`config.mk`:
```
export PLATFORM = sky130hd
export DESIGN_NAME = env_ram_agent_flat
export DESIGN_NICKNAME = d
export VERILOG_FILES = /design/src/rtl/env_ram_agent_if.sv /design/src/rtl/env_ram_agent.sv /design/src/flat_wrapper.sv
export SDC_FILE = /design/constraint.sdc
export NUM_CORES = 1
export LEC_CHECK = 0
export ABC_AREA = 0
export BUFFER_PORTS_ARGS = -buffer_cell sky130_fd_sc_hd__buf_2
export CORE_MARGIN = 2
export CORE_UTILIZATION = 40
export CTS_BUF_LIST = sky130_fd_sc_hd__clkbuf_4 sky130_fd_sc_hd__clkbuf_8 sky130_fd_sc_hd__clkbuf_16
export DETAILED_ROUTE_END_ITERATION = 12
export PLACE_DENSITY_LB_ADDON = 0.12
export SLEW_MARGIN = 15
export SYNTH_ARGS = -nofsm -noshare
export SYNTH_HDL_FRONTEND = slang
export SYNTH_SLANG_ARGS = --single-unit
```
`constraint.sdc`:
```
create_clock -name i_clk -period 4.1 [get_ports i_clk]
set_clock_uncertainty 0.15 [all_clocks]
set_input_delay 0.205 -clock i_clk [delete_from_list [all_inputs] [get_ports i_clk]]
set_output_delay 0.205 -clock i_clk [all_outputs]
set_load 0.005 [all_outputs]
```
`src/rtl/env_ram_agent_if.sv`:
```
// env_ram_agent_if -- bus bundle between env_ram_agent and its two peers:
//   * one port of the host/FPGA shared environment RAM
//       o_ram_wr_n  write strobe, active-low
//       o_ram_addr  word address
//       o_ram_data  write data
//       i_ram_data  registered read data, valid one cycle after the address
//   * the environment core
//       o_act_valid / i_act_ready / o_act_data   action offer
//       o_env_idx                                 current environment index
//       i_res_valid / o_res_ready                 result offer
//       i_obs / i_rwd / i_done                    result payload
// master = agent side, slave = RAM/core side.
interface env_ram_agent_if #(
  parameter int unsigned ADDR_WIDTH = 11,
  parameter int unsigned DATA_WIDTH = 48,
  parameter int unsigned OBS_WD_NUM = 3,
  parameter int unsigned ACT_WL     = 32,
  parameter int unsigned RWD_WL     = 32
);
  logic                             o_ram_wr_n;
  logic [ADDR_WIDTH-1:0]            o_ram_addr;
  logic [DATA_WIDTH-1:0]            o_ram_data;
  logic [DATA_WIDTH-1:0]            i_ram_data;
  logic                             o_act_valid;
  logic                             i_act_ready;
  logic [ACT_WL-1:0]                o_act_data;
  logic [7:0]                       o_env_idx;
  logic                             i_res_valid;
  logic                             o_res_ready;
  logic [OBS_WD_NUM*DATA_WIDTH-1:0] i_obs;
  logic [RWD_WL-1:0]                i_rwd;
  logic                             i_done;

  modport master (
    output o_ram_wr_n, o_ram_addr, o_ram_data, o_act_valid, o_act_data,
           o_env_idx, o_res_ready,
    input  i_ram_data, i_act_ready, i_res_valid, i_obs, i_rwd, i_done
  );

  modport slave (
    input  o_ram_wr_n, o_ram_addr, o_ram_data, o_act_valid, o_act_data,
           o_env_idx, o_res_ready,
    output i_ram_data, i_act_ready, i_res_valid, i_obs, i_rwd, i_done
  );
endinterface

```
`src/rtl/env_ram_agent.sv`:
```
// env_ram_agent -- FPGA-side client of the shared environment RAM.
// Polls the host start flag; when nonzero, walks every environment index:
// reads its action word, hands it to the environment core, collects the
// observation/reward/done result and writes it back to the RAM, packing done
// bits DATA_WIDTH per word. Clearing the start flag tells the host the batch
// results are ready.
// Ports:
//   i_clk         clock
//   i_rst         synchronous active-high reset (abandons a running batch)
//   bus           env_ram_agent_if.master: RAM port + core handshakes
//   o_busy        batch in progress
//   o_batch_done  one-cycle pulse after the start flag has been cleared
// Optional build macro ENV_RAM_AGENT_TIMEOUT_EN: a silent core is replaced
// after 65535 cycles by obs=0, reward=all-ones, done=1.
module env_ram_agent #(
  parameter int unsigned ADDR_WIDTH      = 11,
  parameter int unsigned DATA_WIDTH      = 48,
  parameter int unsigned ENV_NUM         = 192,
  parameter int unsigned OBS_WD_NUM      = 3,
  parameter int unsigned ACT_WL          = 32,
  parameter int unsigned RWD_WL          = 32,
  parameter int unsigned ACT_BASE        = 384,
  parameter int unsigned START_FLAG_ADDR = 576,
  parameter int unsigned OBS_BASE        = 577,
  parameter int unsigned RWD_BASE        = 1153,
  parameter int unsigned DONE_BASE       = 1345,
  parameter int unsigned POLL_GAP        = 16
) (
  input  logic              i_clk,
  input  logic              i_rst,
  env_ram_agent_if.master   bus,
  output logic              o_busy,
  output logic              o_batch_done
);

  localparam int unsigned BIT_W  = (DATA_WIDTH > 1) ? $clog2(DATA_WIDTH) : 1;
  localparam int unsigned K_W    = (OBS_WD_NUM > 1) ? $clog2(OBS_WD_NUM) : 1;
  localparam int unsigned POLL_W = (POLL_GAP > 1) ? $clog2(POLL_GAP + 1) : 1;

  localparam logic [ADDR_WIDTH-1:0] FLAG_A = ADDR_WIDTH'(START_FLAG_ADDR);
  localparam logic [ADDR_WIDTH-1:0] ACT_A  = ADDR_WIDTH'(ACT_BASE);
  localparam logic [ADDR_WIDTH-1:0] OBS_A  = ADDR_WIDTH'(OBS_BASE);
  localparam logic [ADDR_WIDTH-1:0] RWD_A  = ADDR_WIDTH'(RWD_BASE);
  localparam logic [ADDR_WIDTH-1:0] DONE_A = ADDR_WIDTH'(DONE_BASE);

  typedef enum logic [3:0] {
    IDLE, POLL_RD, POLL_CHK, ACT_RD, ACT_LATCH, ISSUE, WAIT_RES,
    WR_OBS, WR_RWD, PACK, WR_DONE, NEXT, CLR_FLAG
  } state_t;

  state_t                           state;
  logic [POLL_W-1:0]                poll_cnt;
  logic [7:0]                       idx;
  logic [BIT_W-1:0]                 bit_pos;   // idx % DATA_WIDTH
  logic [ADDR_WIDTH-1:0]            word_idx;  // idx / DATA_WIDTH
  logic [K_W-1:0]                   obs_k;
  logic [OBS_WD_NUM*DATA_WIDTH-1:0] obs_q;
  logic [RWD_WL-1:0]                rwd_q;
  logic                             done_q;
  logic [DATA_WIDTH-1:0]            done_acc;

  logic                             ram_wr_n;
  logic [ADDR_WIDTH-1:0]            ram_addr;
  logic [DATA_WIDTH-1:0]            ram_data;
  logic                             act_valid;
  logic [ACT_WL-1:0]                act_data;
  logic                             res_ready;

`ifdef ENV_RAM_AGENT_TIMEOUT_EN
  logic [15:0]                      to_cnt;
`endif

  logic                             res_take;
  logic [OBS_WD_NUM*DATA_WIDTH-1:0] res_obs;
  logic [RWD_WL-1:0]                res_rwd;
  logic                             res_done;
  logic [DATA_WIDTH-1:0]            done_acc_nxt;
  logic [K_W-1:0]                   obs_k_inc;
  logic [ADDR_WIDTH-1:0]            obs_env_base;
  logic                             last_env;
  logic                             last_bit;

  // Result source: the core, or the substitute result once the core times out.
  always_comb begin
    res_take = bus.i_res_valid;
    res_obs  = bus.i_obs;
    res_rwd  = bus.i_rwd;
    res_done = bus.i_done;
`ifdef ENV_RAM_AGENT_TIMEOUT_EN
    if (!bus.i_res_valid && to_cnt == 16'hFFFF) begin
      res_take = 1'b1;
      res_obs  = '0;
      res_rwd  = '1;
      res_done = 1'b1;
    end
`endif
  end

  always_comb begin
    done_acc_nxt          = done_acc;
    done_acc_nxt[bit_pos] = done_q;
  end

  assign obs_k_inc    = obs_k + 1'b1;
  assign obs_env_base = OBS_A + ADDR_WIDTH'(idx) * ADDR_WIDTH'(OBS_WD_NUM);
  assign last_env     = (idx == 8'(ENV_NUM - 1));
  assign last_bit     = (bit_pos == BIT_W'(DATA_WIDTH - 1));

  // Outputs are registered: each transition loads the RAM/handshake values
  // that belong to the state being entered.
  always_ff @(posedge i_clk) begin
    if (i_rst) begin
      state        <= IDLE;
      poll_cnt     <= '0;
      idx          <= '0;
      bit_pos      <= '0;
      word_idx     <= '0;
      obs_k        <= '0;
      obs_q        <= '0;
      rwd_q        <= '0;
      done_q       <= 1'b0;
      done_acc     <= '0;
      ram_wr_n     <= 1'b1;
      ram_addr     <= '0;
      ram_data     <= '0;
      act_valid    <= 1'b0;
      act_data     <= '0;
      res_ready    <= 1'b0;
      o_busy       <= 1'b0;
      o_batch_done <= 1'b0;
`ifdef ENV_RAM_AGENT_TIMEOUT_EN
      to_cnt       <= '0;
`endif
    end else begin
      ram_wr_n     <= 1'b1;
      o_batch_done <= 1'b0;
      unique case (state)
        IDLE: begin
          if (poll_cnt == POLL_W'(POLL_GAP - 1)) begin
            poll_cnt <= '0;
            ram_addr <= FLAG_A;
            state    <= POLL_RD;
          end else begin
            poll_cnt <= poll_cnt + 1'b1;
          end
        end
        POLL_RD: state <= POLL_CHK;
        POLL_CHK: begin
          if (bus.i_ram_data != '0) begin
            o_busy   <= 1'b1;
            idx      <= '0;
            bit_pos  <= '0;
            word_idx <= '0;
            done_acc <= '0;
            ram_addr <= ACT_A;
            state    <= ACT_RD;
          end else begin
            state <= IDLE;
          end
        end
        ACT_RD: state <= ACT_LATCH;
        ACT_LATCH: begin
          act_data  <= bus.i_ram_data[ACT_WL-1:0];
          act_valid <= 1'b1;
          state     <= ISSUE;
        end
        ISSUE: begin
          if (bus.i_act_ready) begin
            act_valid <= 1'b0;
            res_ready <= 1'b1;
`ifdef ENV_RAM_AGENT_TIMEOUT_EN
            to_cnt    <= '0;
`endif
            state     <= WAIT_RES;
          end
        end
        WAIT_RES: begin
          if (res_take) begin
            obs_q     <= res_obs;
            rwd_q     <= res_rwd;
            done_q    <= res_done;
            res_ready <= 1'b0;
            obs_k     <= '0;
            ram_wr_n  <= 1'b0;
            ram_addr  <= obs_env_base;
            ram_data  <= res_obs[DATA_WIDTH-1:0];
            state     <= WR_OBS;
          end
`ifdef ENV_RAM_AGENT_TIMEOUT_EN
          else begin
            to_cnt <= to_cnt + 16'd1;
          end
`endif
        end
        WR_OBS: begin
          ram_wr_n <= 1'b0;
          if (obs_k == K_W'(OBS_WD_NUM - 1)) begin
            ram_addr <= RWD_A + ADDR_WIDTH'(idx);
            ram_data <= DATA_WIDTH'(rwd_q);
            state    <= WR_RWD;
          end else begin
            obs_k    <= obs_k_inc;
            ram_addr <= obs_env_base + ADDR_WIDTH'(obs_k_inc);
            ram_data <= obs_q[obs_k_inc*DATA_WIDTH +: DATA_WIDTH];
          end
        end
        WR_RWD: state <= PACK;
        PACK: begin
          done_acc <= done_acc_nxt;
          if (last_bit || last_env) begin
            ram_wr_n <= 1'b0;
            ram_addr <= DONE_A + word_idx;
            ram_data <= done_acc_nxt;
            state    <= WR_DONE;
          end else begin
            state <= NEXT;
          end
        end
        WR_DONE: begin
          done_acc <= '0;
          state    <= NEXT;
        end
        NEXT: begin
          if (last_env) begin
            ram_wr_n <= 1'b0;
            ram_addr <= FLAG_A;
            ram_data <= '0;
            state    <= CLR_FLAG;
          end else begin
            idx      <= idx + 8'd1;
            ram_addr <= ACT_A + ADDR_WIDTH'(idx) + ADDR_WIDTH'(1);
            if (last_bit) begin
              bit_pos  <= '0;
              word_idx <= word_idx + 1'b1;
            end else begin
              bit_pos <= bit_pos + 1'b1;
            end
            state <= ACT_RD;
          end
        end
        CLR_FLAG: begin
          o_busy       <= 1'b0;
          o_batch_done <= 1'b1;
          poll_cnt     <= '0;
          state        <= IDLE;
        end
        default: state <= IDLE;
      endcase
    end
  end

  assign bus.o_ram_wr_n  = ram_wr_n;
  assign bus.o_ram_addr  = ram_addr;
  assign bus.o_ram_data  = ram_data;
  assign bus.o_act_valid = act_valid;
  assign bus.o_act_data  = act_data;
  assign bus.o_env_idx   = idx;
  assign bus.o_res_ready = res_ready;

endmodule

```
`src/flat_wrapper.sv`:
```
// flat-port wrapper written by rule: the top's interface ports become plain ports
module env_ram_agent_flat 
#(
  parameter int unsigned ADDR_WIDTH      = 11,
  parameter int unsigned DATA_WIDTH      = 48,
  parameter int unsigned ENV_NUM         = 192,
  parameter int unsigned OBS_WD_NUM      = 3,
  parameter int unsigned ACT_WL          = 32,
  parameter int unsigned RWD_WL          = 32,
  parameter int unsigned ACT_BASE        = 384,
  parameter int unsigned START_FLAG_ADDR = 576,
  parameter int unsigned OBS_BASE        = 577,
  parameter int unsigned RWD_BASE        = 1153,
  parameter int unsigned DONE_BASE       = 1345,
  parameter int unsigned POLL_GAP        = 16
)
  (i_clk, i_rst, o_busy, o_batch_done, bus_o_ram_wr_n, bus_o_ram_addr, bus_o_ram_data, bus_o_act_valid, bus_o_act_data, bus_o_env_idx, bus_o_res_ready, bus_i_ram_data, bus_i_act_ready, bus_i_res_valid, bus_i_obs, bus_i_rwd, bus_i_done);
  env_ram_agent_if #(.ADDR_WIDTH(ADDR_WIDTH), .DATA_WIDTH(DATA_WIDTH), .OBS_WD_NUM(OBS_WD_NUM), .ACT_WL(ACT_WL), .RWD_WL(RWD_WL)) bus_i ();
  input  logic i_clk;
  input  logic i_rst;
  output logic o_busy;
  output logic o_batch_done;
  output wire logic [$bits(bus_i.o_ram_wr_n)-1:0] bus_o_ram_wr_n;
  output wire logic [$bits(bus_i.o_ram_addr)-1:0] bus_o_ram_addr;
  output wire logic [$bits(bus_i.o_ram_data)-1:0] bus_o_ram_data;
  output wire logic [$bits(bus_i.o_act_valid)-1:0] bus_o_act_valid;
  output wire logic [$bits(bus_i.o_act_data)-1:0] bus_o_act_data;
  output wire logic [$bits(bus_i.o_env_idx)-1:0] bus_o_env_idx;
  output wire logic [$bits(bus_i.o_res_ready)-1:0] bus_o_res_ready;
  input wire logic [$bits(bus_i.i_ram_data)-1:0] bus_i_ram_data;
  input wire logic [$bits(bus_i.i_act_ready)-1:0] bus_i_act_ready;
  input wire logic [$bits(bus_i.i_res_valid)-1:0] bus_i_res_valid;
  input wire logic [$bits(bus_i.i_obs)-1:0] bus_i_obs;
  input wire logic [$bits(bus_i.i_rwd)-1:0] bus_i_rwd;
  input wire logic [$bits(bus_i.i_done)-1:0] bus_i_done;
  assign bus_o_ram_wr_n = bus_i.o_ram_wr_n;
  assign bus_o_ram_addr = bus_i.o_ram_addr;
  assign bus_o_ram_data = bus_i.o_ram_data;
  assign bus_o_act_valid = bus_i.o_act_valid;
  assign bus_o_act_data = bus_i.o_act_data;
  assign bus_o_env_idx = bus_i.o_env_idx;
  assign bus_o_res_ready = bus_i.o_res_ready;
  assign bus_i.i_ram_data = bus_i_ram_data;
  assign bus_i.i_act_ready = bus_i_act_ready;
  assign bus_i.i_res_valid = bus_i_res_valid;
  assign bus_i.i_obs = bus_i_obs;
  assign bus_i.i_rwd = bus_i_rwd;
  assign bus_i.i_done = bus_i_done;
  env_ram_agent #(.ADDR_WIDTH(ADDR_WIDTH), .DATA_WIDTH(DATA_WIDTH), .ENV_NUM(ENV_NUM), .OBS_WD_NUM(OBS_WD_NUM), .ACT_WL(ACT_WL), .RWD_WL(RWD_WL), .ACT_BASE(ACT_BASE), .START_FLAG_ADDR(START_FLAG_ADDR), .OBS_BASE(OBS_BASE), .RWD_BASE(RWD_BASE), .DONE_BASE(DONE_BASE), .POLL_GAP(POLL_GAP)) u_core (.i_clk(i_clk), .i_rst(i_rst), .bus(bus_i), .o_busy(o_busy), .o_batch_done(o_batch_done));
endmodule
```
# Word level (Yosys, flattened, before mapping)
# Index checks and enable logic that the tools add are counted.
# op_classes
add_sub_neg,11
multipliers,2
n_lt_le_gt_ge,2
eq_ne,26
n_shift,1
muxes,53
reduce_logical,24
# op_table
op,count
$mux 48,5
$pmux 48 s4,1
$pmux 48 s3,1
$shiftx 144x9->48,1
$mux 11,9
$pmux 11 s6,1
$bwmux 48,1
$pmux 4 s12,1
$reduce_bool 48->1,1
$add 11x1->11 const B,2
$pmux 11 s2,1
$eq 4x4->1 const B,5
$mux 4,5
$mux 6,3
$eq 4x3->1 const B,4
$mux 8,2
$pmux 8 s2,1
$ne 2x1->1 const B,6
$pmux 6 s2,1
$reduce_and 4->1,3
$reduce_bool 2->1,6
$add 10x10->11 const A,1
$add 11x11->11 const A,1
$add 11x2->11,1
other kinds (34),56
# totals
reg_bits,357
input_bits,229
out_inout_bits,104

# Longest topological paths before layout
# Gate-level depths: netlist of the first run.
# logic_depth
ltp_word,7
ltp_mapped,16
mapped_depth_nobuf,11

# Worst setup path before layout of the first run
# OpenSTA, ideal clock, no wires.
# synth_timing
path_type,register to register
startpoint,register u_core.obs_k[0]
endpoint,register u_core.ram_addr[7] (netlist: u_core.bus.o_ram_addr[7])
setup_ns,0.069
arrival_time_ns,3.257
t_required_ns,3.881
slack_ns,0.624
stages_incl_launch_ff,16
cell_sequence,dfxtp_1 > clkinv_1 > clkbuf_1 > clkbuf_1 > ha_1 > clkbuf_1 > buf_2 > clkbuf_1 > inv_1 > ha_1 > a21oi_1 > nor3_1 > nand4_1 > xnor2_1 > o221a_2 > o21ai_1
# synth_via
elab_chain_cells,4
elab_cells_between_ends,5
classes_between,add/sub (2); eq/ne (1); mux (2)
# synth_rtl
element,line,rtl
"start, declared",env_ram_agent.sv:56,logic [K_W-1:0] obs_k;
"start signal, assigned",env_ram_agent.sv:202,obs_k <= obs_k_inc;
$add 2x1->2,env_ram_agent.sv:104,assign obs_k_inc = obs_k + 1'b1;
$add 11x2->11,env_ram_agent.sv:203,ram_addr <= obs_env_base + ADDR_WIDTH'(obs_k_inc);
$mux 11 *,env_ram_agent.sv:197,if (obs_k == K_W'(OBS_WD_NUM - 1)) begin
$pmux 11 s6 *,env_ram_agent.sv:137,unique case (state)
"end signal, assigned",env_ram_agent.sv:198,ram_addr <= RWD_A + ADDR_WIDTH'(idx);
"end signal, assigned",env_ram_agent.sv:203,
"end signal, assigned",env_ram_agent.sv:212,ram_addr <= DONE_A + word_idx;
"end, declared",env_ram_agent.sv:63,logic [ADDR_WIDTH-1:0] ram_addr;
# Mark *: on every way between the ends. The rest lies on a longest branch, timed or not.
# A chain may end at the register's enable or synchronous reset.

# Worst setup path in the final report of the first run
# layout_timing
startpoint,register u_core.idx[0] (netlist: u_core.bus.o_env_idx[0])
endpoint,register u_core.ram_addr[9] (netlist: u_core.bus.o_ram_addr[9])
# layout_via
elab_chain_cells,5
elab_cells_between_ends,14
classes_between,add/sub (5); mul (1); eq/ne (2); mux (4); reduce/logical (2)
# layout_rtl
element,line,rtl
"start, declared",env_ram_agent.sv:53,logic [7:0] idx;
"start signal, assigned",env_ram_agent.sv:230,idx <= idx + 8'd1;
$mul 8x2->10,env_ram_agent.sv:105,assign obs_env_base = OBS_A + ADDR_WIDTH'(idx) * ADDR_WIDTH'(OBS_WD_NUM);
$add 10x10->11,env_ram_agent.sv:105,
$add 11x2->11,env_ram_agent.sv:203,
$mux 11,env_ram_agent.sv:197,
$pmux 11 s6,env_ram_agent.sv:137,
# Parallel ways exist; a longest one is shown, timed or not. The select of a mux whose other input is x is not followed.

==> results of run 1 <==
==> kinds of logic (layout without fill, tap and decap cells) <==
family | Yosys count | count (layout) | share of synthesized area [%]
xor+xnor | 31 | 31 | 1.70
other cells | 0 | 1 | 0
fa+ha+maj | 27 | 27 | 2.09
flops | 357 | 357 | 42.4
mux | 68 | 68 | 4.04
buf+inv | 205 | 658 | 4.99
compound gates | 608 | 608 | 21.5
simple gates | 943 | 943 | 23.4
==> cell type report <==
cell class | instances | area [µm²] | share of cell area (%)
multi-input combinational | 1677 | 8970 | 40.3
tap | 539 | 674 | 3.03
timing repair buffer | 574 | 4090 | 18.3
antenna | 1 | 2.50 | 0.0112
inverter | 16 | 61.3 | 0.275
clock inverter | 12 | 145 | 0.651
sequential | 357 | 7150 | 32.1
clock buffer | 56 | 1190 | 5.36
==> worst max-delay path by stage <==
stage                                       start                  endpoint  cells after the start
final                     u_core.bus.o_env_idx[0]  u_core.bus.o_ram_addr[9]                     10
after global routing      u_core.bus.o_env_idx[0]  u_core.bus.o_ram_addr[9]                     10
after detailed placement  u_core.bus.o_env_idx[0]  u_core.bus.o_ram_addr[9]                     10
after global placement    u_core.bus.o_env_idx[0]  u_core.bus.o_ram_addr[9]                     10
after CTS                 u_core.bus.o_env_idx[0]  u_core.bus.o_ram_addr[9]                     10
after floorplan                   u_core.obs_k[0]  u_core.bus.o_ram_addr[7]                     15
==> power breakdown <==
part / switching (W) / total (W) / leakage [nW] / internal (W)
logic: 0.000162 / 0.000398 / 5.02 / 0.000236
registers: 0.00000216 / 0.00347 / 2.87 / 0.00347
clock network: 0.00147 / 0.00369 / 0.673 / 0.00222
total: 0.00164 / 0.00756 / 8.57 / 0.00592
==> cell usage in the layout (no fill, tap or decap), types with 4 or more instances in the layout <==
cell / count
sky130_fd_sc_hd__nor2_1: 204
sky130_fd_sc_hd__a221oi_1: 48
sky130_fd_sc_hd__or3_1: 6
sky130_fd_sc_hd__dlygate4sd3_1: 210
sky130_fd_sc_hd__ha_1: 24
sky130_fd_sc_hd__clkbuf_16: 41
sky130_fd_sc_hd__nand4_1: 6
sky130_fd_sc_hd__buf_12: 6
sky130_fd_sc_hd__nor3_1: 12
sky130_fd_sc_hd__nand2_1: 565
sky130_fd_sc_hd__o21ai_0: 73
sky130_fd_sc_hd__xor2_1: 9
sky130_fd_sc_hd__mux2i_1: 68
sky130_fd_sc_hd__nor2b_1: 7
sky130_fd_sc_hd__nand3_1: 67
sky130_fd_sc_hd__clkbuf_4: 6
sky130_fd_sc_hd__buf_4: 26
sky130_fd_sc_hd__nor4_1: 16
sky130_fd_sc_hd__clkinv_2: 7
sky130_fd_sc_hd__nand3b_1: 5
sky130_fd_sc_hd__a21oi_1: 330
sky130_fd_sc_hd__o21ai_1: 14
sky130_fd_sc_hd__clkbuf_8: 9
sky130_fd_sc_hd__and3_1: 9
sky130_fd_sc_hd__nor2_2: 6
sky130_fd_sc_hd__a22oi_1: 8
sky130_fd_sc_hd__nand2b_1: 4
sky130_fd_sc_hd__a211oi_1: 51
sky130_fd_sc_hd__nor3b_2: 5
sky130_fd_sc_hd__a31oi_1: 36
sky130_fd_sc_hd__buf_2: 331
sky130_fd_sc_hd__inv_1: 15
sky130_fd_sc_hd__nor3b_1: 5
sky130_fd_sc_hd__dfxtp_1: 356
sky130_fd_sc_hd__xnor2_1: 20
sky130_fd_sc_hd__nor3_2: 6
==> state kept, by name (all words and copies together) (netlist names), 2 cells and up <==
signal                 count
u_core.bus.o_ram_data     48
u_core.obs_k               2
u_core.state               4
u_core.obs_q             144
u_core.bus.o_env_idx       8
u_core.word_idx           11
u_core.rwd_q              32
u_core.done_acc           48
u_core.bus.o_act_data     32
u_core.bit_pos             6
u_core.poll_cnt            5
u_core.bus.o_ram_addr     11
==> timing repair <==
action,4_1_cts,5_1_grt
buffers inserted,0,0
endpoints found under the hold margin,260,0
hold buffers,210,0
==> metal layers <==
metal	up-vias	part of all wire, %	track usage, %
met2	559	47	42.8
met5	-	0	0
met3	137	5.7	4.50
met1	8240	43	32.4
met4	0	3.5	9.70
li1	8586	-	-
==> stage by stage <==
stage	hold WS (ns)	cells	setup WS [ns]	area (µm²)	power (W)
5_1_grt	0.0614	3232	0.467	22300	0.00780
2_1_floorplan	0.191	2239	0.624	16900	0.00363
3_3_place_gp	0.289	2953	0.846	18800	0.00378
4_1_cts	0.0242	3231	0.766	22300	0.00765
3_5_place_dp	0.296	2953	0.776	18800	0.00378
6_report	-0.00289	3232	0.751	22300	0.00756
==> reports/qor_table.md, run 1 <==
| Stage | Parameter | This run |
| --- | --- | --- |
| status | Outcome | finished with violations |
| status | Violated checks | negative hold slack |
| final layout | Final core occ | 53.4% |
| floorplanning | Row Count | 75 |
| clock network | Clock tree from TritonCTS | built |
| setup path | Required time reported for the critical path endpoint | 4.44 ns |
| timing | Slew at the pin closest to its max-slew limit | 1.11 ns |
| timing | Setup-failing EPs final | 0 |
| place | RePlAce Congestion | 0.903 |
| timing | Pins over their slew limit | 0 |
| place | Post-DP HPWL | 36.6 mm |
| clock network | Clock Sinks | 357 |
| floorplanning | Initial standard-cell utilization of the core | 40.4% |
| synth | Async set-reset flop share out of synthesis | 0% |
| timing | RSZ-0062 raised after global routing | false |
| detailed routing | Total length of routed wires | 57.6 mm |
| timing | Final hold vios | 1 |
| floorplanning | Die Footprint | 0.0438 mm² |
| detailed routing | Count of routing violations after the opening detailed-route iteration | 1431 |
| worst hold path | Hold crit path type | in -> reg |
| synth | Sequential fraction of the synthesis area | 42.4% |
| setup path | Critical path fanouts, max | 11 |
| setup path | Critical path endpoint category | flip-flop |
| detailed routing | Overall via count from detail_route | 17500 |
| timing | Maximum operating frequency | 299 MHz |
| setup path | Worst path arrival time | 3.69 ns |
| clock network | Clock root buffer | sky130_fd_sc_hd__clkbuf_16 |
| setup path | Worst reg2reg path startpoint | u_core.bus.o_env_idx[0] |
| global routing | Remaining Overflow, GRT | 0 |
| global routing | Number of global-route vias before repair | 16800 |
| timing | Final Critical Period | 3.35 ns |
| synth | Seq cells post-synth | 357 |
| global routing | Largest net degree at the start of global routing | 124 |
| synth | Area leader, netlist | sky130_fd_sc_hd__dfxtp_1 |
| setup path | Critical path class | reg -> reg |
| setup path | Buf+Inv Stages, Crit Path | 1 |
| worst hold path | Worst hold stages | 2 |
| timing | Post-route setup TNS | 0 ns |
| global routing | Gr usage total | 25.4% |
| power | Max VDD drop | 276 µV |
| timing | Final period util | 81.7% |
| final layout | Proportion of layout cells with a drive suffix above 1 | 17.6% |
| setup path | Worst Reg2Reg Path Length in Cells | 10 |
| detailed routing | DRC violation count after routing | 0 |
| synth | Most common cell in the netlist | sky130_fd_sc_hd__nand2_1 |
| floorplanning | Top-Level Pins | 333 |
| setup path | Master of the slowest instance on the critical path | sky130_fd_sc_hd__dfxtp_1 |
| synth | Fraction of post-synthesis cell area in the top cell type by area | 42.4% |
| clock network | # resized after CTS | 0 |
| setup path | Worst-case register-to-register setup slack | 0.75 ns |
| setup path | Sort of element at the start of the critical path | flip-flop |
| detailed routing | Number of optimization iterations in the first detailed-route pass | 5 |
| place | Number of buffers inserted by port buffering | 332 |
| synth | Number of enable flip-flop cells after synthesis | 0 |
| timing | Worst rel slew slack | 25.8% |
| floorplanning | Area of the core | 0.0418 mm² |
| synth | Commonest cells post-synth | sky130_fd_sc_hd__nand2_1, sky130_fd_sc_hd__dfxtp_1, sky130_fd_sc_hd__a21oi_1, sky130_fd_sc_hd__nor2_1, sky130_fd_sc_hd__clkbuf_1 |
| synth | Post-synthesis cell area | 0.0169 mm² |
| synth | Mapped Nets | 2495 |
| setup path | Endpoint of the most critical register-to-register path | u_core.bus.o_ram_addr[9] |
| power | Power Dens Cells | 339 mW/mm² |
| power | Leak pwr | 8.57 nW |
| detailed routing | Antenna-violating nets left | 0 |
| synth | Cells after Synth | 2239 |
| timing | Worst hold slack across all endpoints | -0.00289 ns |
| worst hold path | Beginning of the worst hold path | i_rst |
| synth | Main flop type after synthesis | sky130_fd_sc_hd__dfxtp_1 |
| final layout | Area added between synthesis and finish | 32.1% |
| setup path | Crit-path max cell delay | 0.56 ns |
| clock network | Skew-Pair Late Insertion Delay | 0.56 ns |
| worst hold path | Destination of the worst hold path | u_core.obs_k[0] |
| floorplanning | Height of the die | 209 µm |
| clock network | H-tree depth reported by CTS | 2 |
| clock network | Cts bufs inserted | 41 |
| global routing | Global-route wire length before repair | 89.8 mm |
| clock network | CTS clk-pin slew, worst paths | 0.06 ns |
| detailed routing | Vias per Instance | 5.42 |
| synth | Warnings, synthesis | 0 |
| final layout | Final net count | 2923 |
| global routing | Antenna violations before repair | 1 |
| clock network | Largest buffer count on any clock path | 3 |
| synth | Distinct cells, synth | 77 |
| final layout | Filler cells | 3953 |
| run | Count of maximum capacitance violations | 0 |
| floorplanning | X dimension of the die | 209 µm |
| setup path | Kind of cell with the highest combined delay on the critical path | simple AND/OR/NAND/NOR gates |
| setup path | Cell-by-cell listing of the critical path | ha_1 -> inv_1 -> fa_1 -> nand2b_2 -> a21oi_1 -> or4_1 -> o311ai_2 -> or2_0 -> or4b_1 -> nand3_1 |
| synth | Synth Area per Inst | 7.53 µm² |
| synth | Top cells by area, synth | sky130_fd_sc_hd__dfxtp_1, sky130_fd_sc_hd__nand2_1, sky130_fd_sc_hd__a21oi_1 |
| detailed routing | Routed length per placed instance | 17.8 µm |
Note: power is estimated with default switching activity, not from simulation.
==> inputs of run 2 (changes only) <==
Clock period 4.1 ns to 3 ns, I/O delays scaled along.
==> run 2 against run 1 <==
The flow now finishes without violations. Sequential share of layout area decreased by 0.58 points. Die area unchanged. Cell count increased by 1.3%. Flip-flop and latch count unchanged. Combinational power increased by 38%. Via count increased by 0.82%. Critical path type unchanged.
==> reports/qor_table.md, run 2 (synthesized netlist as in run 1, its figures left out) <==
| Stage | Parameter | This run |
| --- | --- | --- |
| place | Post-DP HPWL | 36.7 mm |
| place | Cell Area, Placed | 0.0192 mm² |
| setup path | Critical path endpoint category | flip-flop |
| detailed routing | Count of routing violations after the opening detailed-route iteration | 1282 |
| setup path | Worst path arrival time | 3.23 ns |
| final layout | Storage cell area | 0.00716 mm² |
| clock network | Cts bufs inserted | 42 |
| global routing | Global-route wire length before repair | 91.0 mm |
| detailed routing | Total length of routed wires | 57.8 mm |
| timing | Final Critical Period | 2.88 ns |
| timing | Final hold vios | 0 |
| timing | Setup-failing EPs final | 0 |
| clock network | Largest buffer count on any clock path | 3 |
| clock network | Clock tree from TritonCTS | built |
| floorplanning | Row Count | 75 |
| clock network | Clock root buffer | sky130_fd_sc_hd__clkbuf_16 |
| floorplanning | Height of the die | 209 µm |
| final layout | Most used cells in the layout excluding fill and tap cells | sky130_fd_sc_hd__nand2_1, sky130_fd_sc_hd__dfxtp_1, sky130_fd_sc_hd__buf_2 |
| timing | Final period util | 96.1% |
| setup path | Cell-by-cell listing of the critical path | ha_1 -> ha_1 -> a21o_1 -> a2bb2oi_2 -> a21oi_1 -> a211oi_2 -> nand2_1 -> or4b_1 -> nand3_1 |
| detailed routing | DRC violation count after routing | 0 |
| setup path | Sort of element at the start of the critical path | flip-flop |
| power | Leak pwr | 8.81 nW |
| place | Post-Place Worst Slack | 0.0158 ns |
| final layout | Area added between synthesis and finish | 34.7% |
| floorplanning | Die Footprint | 0.0438 mm² |
| setup path | Master of the slowest instance on the critical path | sky130_fd_sc_hd__or4b_1 |
| setup path | Crit-path max cell delay | 0.47 ns |
| clock network | Clock Sinks | 357 |
| detailed routing | Antenna-violating nets left | 0 |
| timing | Worst rel slew slack | 27.7% |
| floorplanning | Initial standard-cell utilization of the core | 40.4% |
| timing | Post-route setup TNS | 0 ns |
| final layout | Register with the most flip-flops | u_core.obs_q |
| global routing | Gr usage total | 25.7% |
| detailed routing | Overall via count from detail_route | 17700 |
| floorplanning | Top-Level Pins | 333 |
| power | Max VDD drop | 476 µV |
| clock network | H-tree depth reported by CTS | 2 |
| timing | Pins over their slew limit | 0 |
| final layout | Post-Layout Inst Area | 0.0227 mm² |
| power | Power Dens Cells | 456 mW/mm² |
| clock network | Skew-Pair Late Insertion Delay | 0.56 ns |
| timing | Post-layout worst setup margin | 0.118 ns |
| final layout | Final net count | 2959 |
| setup path | Cell with the most instances on the worst path | sky130_fd_sc_hd__ha_1 |
| place | RePlAce Congestion | 0.866 |
| timing | Slew at the pin closest to its max-slew limit | 1.08 ns |
| clock network | CTS clk-pin slew, worst paths | 0.05 ns |
| place | Number of buffers inserted by port buffering | 332 |
| final layout | Area of the multi-input gates | 0.00901 mm² |
| run | Count of maximum capacitance violations | 0 |
| global routing | Remaining Overflow, GRT | 0 |
| timing | Maximum operating frequency | 347 MHz |
| global routing | Number of global-route vias before repair | 17100 |
| setup path | Critical path class | reg -> reg |
| worst hold path | Hold crit path type | in -> reg |
| floorplanning | Area of the core | 0.0418 mm² |
| detailed routing | Routed length per placed instance | 17.6 µm |
| final layout | Commonest non-fill, non-tap cell in the layout | sky130_fd_sc_hd__nand2_1 |
| detailed routing | Length of routed wiring on met1 | 24.9 mm |
| final layout | Flip-flop count of the largest register after layout | 144 |
| setup path | Critical path fanouts, max | 6 |
| final layout | Proportion of layout cells with a drive suffix above 1 | 19.2% |
| global routing | Largest net degree at the start of global routing | 179 |
| final layout | Filler cells | 3999 |
| detailed routing | Amount of wire on met2 after detailed routing | 28.1 mm |
| status | Outcome | finished clean |
| detailed routing | Met3 wire len | 2.98 mm |
| detailed routing | Top Metal Used | met4 |
| setup path | Required time reported for the critical path endpoint | 3.34 ns |
| detailed routing | Vias per Instance | 5.39 |
| power | Design Power | 0.0104 W |
| floorplanning | X dimension of the die | 209 µm |
| detailed routing | Number of optimization iterations in the first detailed-route pass | 7 |
| global routing | Antenna violations before repair | 3 |
[run 2: changes by cell type in the layout (fill, tap and decap cells not counted), sizes merged]
cell	previous run	this run
buf	364	397
bufinv	3	1
clkbuf	56	62
clkinv	7	11
clkinvlp	1	0
diode	1	3
dlygate4sd3	210	212
inv	17	16
[run 2: timing repair]
item                                    CTS  global route
endpoints found under the setup margin    1             3
hold endpoints to repair                273             0
gates resized for setup                   1            12
buffers inserted                          0             3
pin swaps                                 0             4
hold buffers                            212             0
[run 2: cell type report]
cell class              count  area share, %
clock inverters            12          0.391
well taps                 539           2.97
diodes                      3         0.0330
inverters                  16          0.270
clock buffers              62           5.61
repair buffers            609           19.6
multi-input cells        1677           39.7
flip-flops and latches    357           31.5
[run 2: power by group]
part	switching (W)	internal (W)
Sequential	0.00000309	0.00474
Clock	0.00204	0.00302
Combinational	0.000223	0.000327
[run 2: per-layer routing]
metal | vias to the layer above | track usage [%]
met1 | 8361 | 32.2
li1 | 8670 | -
met3 | 125 | 4.79
met4 | 0 | 9.29
met2 | 510 | 44.1
met5 | - | 0
[run 2: per-stage QoR]
| step | util, % | std cells | hold slack [ns] |
|---|---|---|---|
| 2_1_floorplan | - | 2239 | 0.136 |
| 3_3_place_gp | 45.9 | 2983 | 0.241 |
| 3_5_place_dp | 45.9 | 2983 | 0.248 |
| 4_1_cts | 54.2 | 3269 | 0.137 |
| 5_1_grt | 54.4 | 3275 | 0.221 |
| 6_report | 54.4 | 3275 | 0.163 |
[run 2: worst max-delay path: cells and delay by family, from the launching register on]
kind                     cells  cell delay (ns)
AO/OA/AOI/OAI                4             0.92
AND/OR/NAND/NOR              3             0.66
flip-flops                   1             0.44
adder cells (fa/ha/maj)      2             0.65
[run 2: final timing paths]
path	slack, ns	start	to	cells after the start
min reg2reg	0.30	u_core.obs_q[56]	u_core.obs_q[56]	2
max	0.12	u_core.bus.o_env_idx[4]	u_core.bus.o_ram_addr[9]	9
min	0.16	bus_i_ram_data[43]	u_core.bus.o_env_idx[1]	7
max reg2reg	0.12	u_core.bus.o_env_idx[4]	u_core.bus.o_ram_addr[9]	9
